<file path="config.mk">
export PLATFORM = sky130hd
export DESIGN_NAME = parallelizer_mono8
export DESIGN_NICKNAME = d
export VERILOG_FILES = /design/src/rtl/parallelizer_mono8.sv
export SDC_FILE = /design/constraint.sdc
export NUM_CORES = 1
export LEC_CHECK = 0
export BUFFER_PORTS_ARGS = -buffer_cell sky130_fd_sc_hd__buf_2
export CORE_MARGIN = 10
export CORE_UTILIZATION = 60
export DETAILED_ROUTE_END_ITERATION = 10
export PLACE_DENSITY_LB_ADDON = 0.12
export SLEW_MARGIN = 20
export SYNTH_ARGS = -nofsm -noshare
export SYNTH_HDL_FRONTEND = slang
export SYNTH_SLANG_ARGS = --single-unit
export TNS_END_PERCENT = 5
</file>
<file path="constraint.sdc">
create_clock -name clk -period 4.29 [get_ports clk]
set_input_delay 0 -clock clk [delete_from_list [all_inputs] [get_ports clk]]
set_output_delay 0 -clock clk [all_outputs]
set_load 0.03 [all_outputs]
</file>
<file path="src/rtl/parallelizer_mono8.sv">
// Packs a frame of Mono8 pixels (one per clock) into 256-bit AXI-Stream words of 32 pixels.
// Optional macro PARALLELIZER_SOF_TUSER_EN adds m_axis_tuser, set on the first word of each frame.
module parallelizer_mono8 #(
  parameter int IN_ROWS = 20,
  parameter int IN_COLS = 20
) (
  input  logic         clk,
  input  logic         s_axis_resetn,
  input  logic         ap_start,
  output logic         ap_ready,
  output logic         ap_idle,
  output logic         ap_done,
  input  logic         s_axis_tvalid,
  output logic         s_axis_tready,
  input  logic [7:0]   s_axis_tdata,
  output logic         m_axis_tvalid,
  input  logic         m_axis_tready,
  output logic [255:0] m_axis_tdata,
  output logic [31:0]  m_axis_tkeep,
  output logic         m_axis_tlast
`ifdef PARALLELIZER_SOF_TUSER_EN
  ,
  output logic         m_axis_tuser
`endif
);

  localparam int N     = IN_ROWS * IN_COLS;
  localparam int PIX_W = (N > 1) ? $clog2(N) : 1;
  localparam logic [PIX_W-1:0] LAST_PIX = PIX_W'(N - 1);

  localparam logic [1:0] S_IDLE = 2'd0;
  localparam logic [1:0] S_PACK = 2'd1;
  localparam logic [1:0] S_DONE = 2'd2;

  logic [1:0]       state_reg, state_next;
  logic [4:0]       cnt_byte_reg;
  logic [PIX_W-1:0] cnt_pix_reg;
  logic             pix_done_reg;
  logic [7:0]       lane_reg [32];
  logic [255:0]     word_data;
  logic [31:0]      word_keep;

  logic [255:0]     tdata_reg;
  logic [31:0]      tkeep_reg;
  logic             tlast_reg;
  logic             out_valid_reg;

  logic start_frame, closes, pix_hs, word_load, out_hs;

  assign start_frame = (state_reg == S_IDLE) && ap_start;
  assign closes      = (cnt_byte_reg == 5'd31) || (cnt_pix_reg == LAST_PIX);
  // Only the closing pixel needs a free output slot, so only it waits on the master.
  assign s_axis_tready = (state_reg == S_PACK) && !pix_done_reg &&
                         !(closes && out_valid_reg && !m_axis_tready);
  assign pix_hs    = s_axis_tvalid && s_axis_tready;
  assign word_load = pix_hs && closes;
  assign out_hs    = out_valid_reg && m_axis_tready;

  assign ap_idle  = (state_reg == S_IDLE);
  assign ap_ready = (state_reg == S_IDLE);
  assign ap_done  = (state_reg == S_DONE);

  assign m_axis_tvalid = out_valid_reg;
  assign m_axis_tdata  = tdata_reg;
  assign m_axis_tkeep  = tkeep_reg;
  assign m_axis_tlast  = tlast_reg;

  // The closing pixel bypasses its lane straight into the outgoing word.
  genvar gi;
  generate
    for (gi = 0; gi < 32; gi++) begin : g_lane
      always_ff @(posedge clk or negedge s_axis_resetn) begin
        if (!s_axis_resetn) begin
          lane_reg[gi] <= 8'h00;
        end else if (start_frame || word_load) begin
          lane_reg[gi] <= 8'h00;
        end else if (pix_hs && (cnt_byte_reg == 5'(gi))) begin
          lane_reg[gi] <= s_axis_tdata;
        end
      end
      assign word_data[8*gi +: 8] = (cnt_byte_reg == 5'(gi)) ? s_axis_tdata : lane_reg[gi];
      assign word_keep[gi]        = (5'(gi) <= cnt_byte_reg);
    end
  endgenerate

  always_comb begin
    state_next = state_reg;
    case (state_reg)
      S_IDLE:  if (ap_start) state_next = S_PACK;
      S_PACK:  if (out_hs && tlast_reg) state_next = S_DONE;
      S_DONE:  state_next = S_IDLE;
      default: state_next = S_IDLE;
    endcase
  end

  always_ff @(posedge clk or negedge s_axis_resetn) begin
    if (!s_axis_resetn) begin
      state_reg    <= S_IDLE;
      cnt_byte_reg <= 5'd0;
      cnt_pix_reg  <= '0;
      pix_done_reg <= 1'b0;
    end else begin
      state_reg <= state_next;
      if (start_frame) begin
        cnt_byte_reg <= 5'd0;
        cnt_pix_reg  <= '0;
        pix_done_reg <= 1'b0;
      end else if (pix_hs) begin
        cnt_byte_reg <= word_load ? 5'd0 : cnt_byte_reg + 5'd1;
        if (cnt_pix_reg == LAST_PIX) begin
          pix_done_reg <= 1'b1;
        end else begin
          cnt_pix_reg <= cnt_pix_reg + PIX_W'(1);
        end
      end
    end
  end

  always_ff @(posedge clk or negedge s_axis_resetn) begin
    if (!s_axis_resetn) begin
      tdata_reg     <= '0;
      tkeep_reg     <= '0;
      tlast_reg     <= 1'b0;
      out_valid_reg <= 1'b0;
    end else if (word_load) begin
      tdata_reg     <= word_data;
      tkeep_reg     <= word_keep;
      tlast_reg     <= (cnt_pix_reg == LAST_PIX);
      out_valid_reg <= 1'b1;
    end else if (out_hs) begin
      out_valid_reg <= 1'b0;
    end
  end

`ifdef PARALLELIZER_SOF_TUSER_EN
  logic first_word_reg;
  logic tuser_reg;

  always_ff @(posedge clk or negedge s_axis_resetn) begin
    if (!s_axis_resetn) begin
      first_word_reg <= 1'b0;
      tuser_reg      <= 1'b0;
    end else if (start_frame) begin
      first_word_reg <= 1'b1;
    end else if (word_load) begin
      first_word_reg <= 1'b0;
      tuser_reg      <= first_word_reg;
    end
  end

  assign m_axis_tuser = tuser_reg;
`endif

endmodule

</file>
== Yosys cells after proc, flatten, opt, wreduce, memory -nomap -nowiden ==
Cells that the tools add are included.
Word-level totals
  logic and storage cells: 307
  bits in registers: 563
Cells by class
  equality and inequality tests: 37
  multiplexer cells: 110
  add/sub/neg operators: 2
  order comparisons: 32
  reductions and logical operators: 86
Operator list (count)
  8-bit two-way mux: 96
  5-bit == test (second input constant): 16
  5-bit less-or-equal comparator (first input constant): 16
  2-bit nonzero test: 35
  1-bit logical AND: 41
  5-bit by 4-bit == test with 1-bit output (second input constant): 8
  4-bit by 5-bit less-or-equal comparator with 1-bit output (first input constant): 8
  9-bit two-way mux: 3
  5-bit by 3-bit == test with 1-bit output (second input constant): 4
  3-bit by 5-bit less-or-equal comparator with 1-bit output (first input constant): 4
  5-bit two-way mux: 3
  5-bit by 2-bit == test with 1-bit output (second input constant): 2
  1-bit by 5-bit less-or-equal comparator with 1-bit output (first input constant): 2
  2-bit by 5-bit less-or-equal comparator with 1-bit output (first input constant): 2
  9-bit by 1-bit adder with 9-bit output (second input constant): 1
  9-bit == test (second input constant): 1
  2-bit AND reduction: 3
  5-bit by 1-bit adder with 5-bit output (second input constant): 1
  5-bit by 1-bit == test with 1-bit output (second input constant): 1
  5-bit zero test: 1
  1-bit two-way mux: 5
  2-bit two-way mux: 2
  2-bit != test (second input constant): 2
  2-bit one-hot mux with 2 select lines: 1
  other kinds (6): 9

== Logic depth before layout (Yosys ltp) ==
  depth in word-level cells: 11
  mapped depth: 11
  gate-level depth less buffers: 7

== Worst setup path after synthesis ==
No wires, ideal clock.
  path type: register to register
  start: reg cnt_byte_reg[3]
  end: reg cnt_pix_reg[7]
  buffers on the path: 5
  stages on the path, launching flop included: 12
  required time: 4.156 ns
  path slack: 1.742 ns
  data arrival time: 2.415 ns
  clock period less this slack: 2.548 ns
  library setup time: 0.134 ns
  cell sequence: dfrtp_1 -> buf_6 -> buf_6 -> clkbuf_1 -> and3_1 -> ha_1 -> buf_2 -> inv_1 -> o21ai_0 -> clkbuf_1 -> nor4_1 -> mux2i_1
Between the ends
  cells in the longest elaborated chain, start to end: 9
RTL lines
  start, declared: RTL line 36  | logic [4:0] cnt_byte_reg;
  start signal, assigned: RTL line 109  | cnt_byte_reg <= word_load ? 5'd0 : cnt_byte_reg + 5'd1;
  5-bit == test: RTL line 51  | assign closes = (cnt_byte_reg == 5'd31) || (cnt_pix_reg == LAST_PIX);
  1-bit logical OR: RTL line 51
  1-bit logical AND (2 in series): RTL line 54  | !(closes && out_valid_reg && !m_axis_tready);
  1-bit zero test: RTL line 54
  1-bit logical AND: RTL line 53  | assign s_axis_tready = (state_reg == S_PACK) && !pix_done_reg &&
  1-bit logical AND: RTL line 55  | assign pix_hs = s_axis_tvalid && s_axis_tready;
  2-bit nonzero test (no source line)
  2-bit AND reduction (no source line)
  end signal, assigned: RTL line 113  | cnt_pix_reg <= cnt_pix_reg + PIX_W'(1);
  end, declared: RTL line 37  | logic [PIX_W-1:0] cnt_pix_reg;
Every way passes these cells.
A chain may end at the register's enable or synchronous reset.

== Worst setup path after layout ==
  start: reg cnt_byte_reg[0]
  end: reg lane_reg[123] (netlist bit)
Between the ends
  cells in the longest elaborated chain, start to end: 10
  elaborated cells between the ends (all ways): 13
  classes of those cells: eq/ne: 2; mux: 1; reduce/logical: 10
RTL lines
  5-bit == test: RTL line 51
  1-bit logical OR: RTL line 51
  1-bit logical AND (2 in series): RTL line 54
  1-bit zero test: RTL line 54
  1-bit logical AND: RTL line 53
  1-bit logical AND: RTL line 55
  1-bit logical AND: RTL line 56  | assign word_load = pix_hs && closes;
  1-bit logical OR: RTL line 75  | end else if (start_frame || word_load) begin
  8-bit two-way mux / 2-bit nonzero test (equally long branches)
  end signal, assigned by index: RTL line 78  | lane_reg[gi] <= s_axis_tdata;
  end, declared: RTL line 39  | logic [7:0] lane_reg [32];
Several ways; a longest one is shown, not always the timed one.

==> out/metrics.yaml <==
synth:
  synth.area.top_cells: "sky130_fd_sc_hd__dfrtp_1 (53%), sky130_fd_sc_hd__mux2_2 (21%), sky130_fd_sc_hd__a31o_2 (6.6%)"
  synth.yosys.seq_area_share_pct: 53.1
  synth_top_cell_area_share_pct: 53.1
  synthMostInstantiatedCell: "sky130_fd_sc_hd__dfrtp_1"
  post_synthesis_async_set_or_reset_flop_share_pct: 100
  netlist_area_um2: 26500
  dominantRegCellSynth: "sky130_fd_sc_hd__dfrtp_1"
  synth_enable_flop_cells: 0
  ys_top_cells_by_count: "sky130_fd_sc_hd__dfrtp_1 (563), sky130_fd_sc_hd__mux2_2 (492), sky130_fd_sc_hd__and3_1 (219)"
  synth.net_count: 2133
  postSynthAreaPerCell_um2: 12.5
  number_of_synthesis_warnings: 0
  synth.lib_cells_used.distinct: 58
  synth_area_leader_cell: "sky130_fd_sc_hd__dfrtp_1"
  netlist_instances: 2115
  synth_seq_cells: 563
timing:
  finalHoldViolCount: 0
  totalNegativeSetupSlack_ps: 0
  period_needed_ps: 3330
  setup_clock_skew_after_layout_ps: 16.7
  pin_slew_with_the_least_headroom_to_its_limit_ps: 915
  layout_worst_path_cycle_share_pct: 77.6
  clock.fmax_mhz: 300
  maxSlewHeadroom_pct: 38.9
  unrepaired_setup_endpoints_after_global_routing: "no"
  finalMaxSlewViolations: 0
  report.final.setup_viol: 0
power_and_ir_drop:
  finalPower_w: 0.0165
  power.share.clock_pct: 31.9
  static_leakage_nw: 16.4
  share_comb_of_total_power_pct: 25.5
  switching_share_pct: 30.1
  switchingPower_w: 0.00497
  power.ir.vdd_worst_v: 0.000324
  p_seq_share_pct: 42.6
  power_report.internal_total_w: 0.0116
  powerDensity_nw_per_um2: 544
drt:
  viasPerCell: 6.17
  routedWlPerCell_um: 23.3
  routed_wirelength_mm: 68.6
  antenna_left: 0
  remaining_drc_errors: 0
  firstDrtPassIters: 5
  drtIter0Drc: 1525
  vias: 18200
cts:
  cts.htree.levels: 2
  clock_latency_ps: 610
  ctsResizeCount: 0
  cts-root-buf: "sky130_fd_sc_hd__clkbuf_16"
  clock_sink_count: 563
  cts_tree: "done"
  cts_buffers: 58
  clkTransAtPathRegs_ps: 60
  max-clock-path-buffers: 3
placed_design:
  post-dp-hpwl_mm: 43.8
  place_congestion: 0.821
  portBuffers: 306
min_path:
  min_path_type: "input port to flip-flop"
global_route:
  grt.overflow.total: 0
  grt_pass1_wl_mm: 109
  grt_antenna_before_repair: 0
  number_of_global_route_vias_before_repair: 18500
  overall_routing_resource_usage_pct: 25.5
  grt_max_degree: 117
layout:
  area_delta_synth_final_pct: 14.5
  nets: 2336
  filler_cell_count: 3167
  number_of_inserted_diodes: 0
  drive_gt1_share_pct: 50.3
floorplanning:
  chipWidth_um: 230
  die-area_um2: 53000
  core_area_um2: 43400
  die_h_um: 230
  top_level_ports: 307
  initial_core_util_pct: 61.2
  rows: 76
critical_path:
  arrival_ps: 3820
  cp-start-kind: "flip-flop"
  critPathRequiredTime_ps: 4780
  crit_fanout: 73
  crit_path_end_kind: "flip-flop"
  cp_class: "flip-flop to flip-flop"
status:
  outcome: "finished clean"
job:
  maxCapViolations: 0
==> power by group through the flow <==
stage	combinational, W	clock [W]	sequential, W
after floorplan	0.00267	0	0.00741
after global placement	0.00410	0	0.00706
after detailed placement	0.00421	0	0.00711
after CTS	0.00424	0.00537	0.00703
after global routing	0.00455	0.00560	0.00716
final	0.00421	0.00528	0.00704
==> cells in the final DEF (no fill, tap or decap), drive strengths merged, types with 2 or more instances in the layout <==
cell | netlist | routed
a21o | 4 | 4
o41ai | 3 | 3
nor2b | 4 | 4
dlygate4sd3 | 0 | 8
nor2 | 32 | 32
nor3b | 2 | 2
clkinv | 0 | 5
o31ai | 33 | 33
ha | 5 | 5
o21ai | 44 | 44
o21bai | 6 | 6
nor4 | 3 | 3
clkbuf | 125 | 91
and3 | 219 | 219
mux2i | 8 | 8
nand3 | 75 | 75
nand4b | 3 | 3
nor3 | 14 | 14
a31o | 216 | 216
mux2 | 504 | 504
or3 | 3 | 3
buf | 92 | 352
dfrtp | 563 | 563
clkinvlp | 0 | 2
and4bb | 2 | 2
inv | 40 | 41
nand2b | 13 | 13
nand2 | 51 | 51
bufinv | 0 | 6
o31a | 4 | 4
a21oi | 10 | 10
o21a | 2 | 2
nand3b | 3 | 3
and2 | 21 | 21
==> worst max-delay path: stages, from the launching register on <==
cell and delay [ps]:
sky130_fd_sc_hd__dfrtp_1 530, sky130_fd_sc_hd__ha_1 340, sky130_fd_sc_hd__and3_1 210, sky130_fd_sc_hd__ha_1 420
sky130_fd_sc_hd__a211oi_4 610, sky130_fd_sc_hd__buf_12 340, sky130_fd_sc_hd__buf_12 270, sky130_fd_sc_hd__nand2_4 110
sky130_fd_sc_hd__a31o_2 300
==> area by class of cell <==
class / instances / area (µm²) / share of cell area, %
clock inverters: 14 / 229 / 0.754
well taps: 585 / 732 / 2.41
flip-flops and latches: 563 / 14100 / 46.4
repair buffers: 360 / 2170 / 7.13
inverters: 40 / 150 / 0.494
clock buffers: 91 / 1790 / 5.88
multi-input cells: 1295 / 11200 / 36.9
==> logic make-up (layout without fill, tap and decap cells) <==
| kind of cell | count (synthesis) | count (layout) | synth area share (%) |
|---|---|---|---|
| flops | 563 | 563 | 53.1 |
| buf+inv | 257 | 505 | 4.64 |
| mux | 512 | 512 | 21.7 |
| fa+ha+maj | 5 | 5 | 0.236 |
| compound gates | 328 | 328 | 9.90 |
| simple gates | 450 | 450 | 10.4 |
==> worst paths after layout <==
kind / start / endpoint / slack [ps] / depth (start not counted)
setup / recovery: cnt_byte_reg[0]$_DFFE_PN0P_ / lane_reg[123]$_DFFE_PN0P_ / 960 / 8
hold / removal: s_axis_tdata[3] / lane_reg[235]$_DFFE_PN0P_ / 60 / 3
setup reg to reg: cnt_byte_reg[0]$_DFFE_PN0P_ / lane_reg[123]$_DFFE_PN0P_ / 960 / 8
hold reg to reg: m_axis_tkeep[21]$_DFFE_PN0P_ / m_axis_tkeep[21]$_DFFE_PN0P_ / 480 / 1
max in group asynchronous: s_axis_resetn / m_axis_tdata[74]$_DFFE_PN0P_ / 3000 / 3
min in group asynchronous: s_axis_resetn / m_axis_tkeep[29]$_DFFE_PN0P_ / 80 / 2
==> what timing repair did <==
action / in CTS / in global routing
hold buffers: 8 / 0
buffers inserted: 0 / 0
hold endpoints to repair: 124 / 0
==> stage by stage <==
step / hold slack (ps) / cell area [µm²] / util (%) / setup slack (ps) / std cells
after floorplan: -296 / 26500 / - / 1740 / 2115
after global placement: 140 / 28300 / 65.2 / 1140 / 2835
after detailed placement: 158 / 28300 / 65.2 / 977 / 2835
after CTS: 17.1 / 30400 / 70.0 / 951 / 2948
after global routing: 67.9 / 30400 / 70.0 / 788 / 2948
final: 61.7 / 30400 / 70.0 / 961 / 2948
==> per-layer routing <==
metal,wire length [µm],GRT usage (%),vias to the layer above
li1,-,-,8105
met1,29400,34.1,9369
met2,33200,41.6,609
met3,4360,4.69,103
met4,1610,7.71,0
met5,0,0,-
Note: power is estimated with default switching activity, not from simulation.
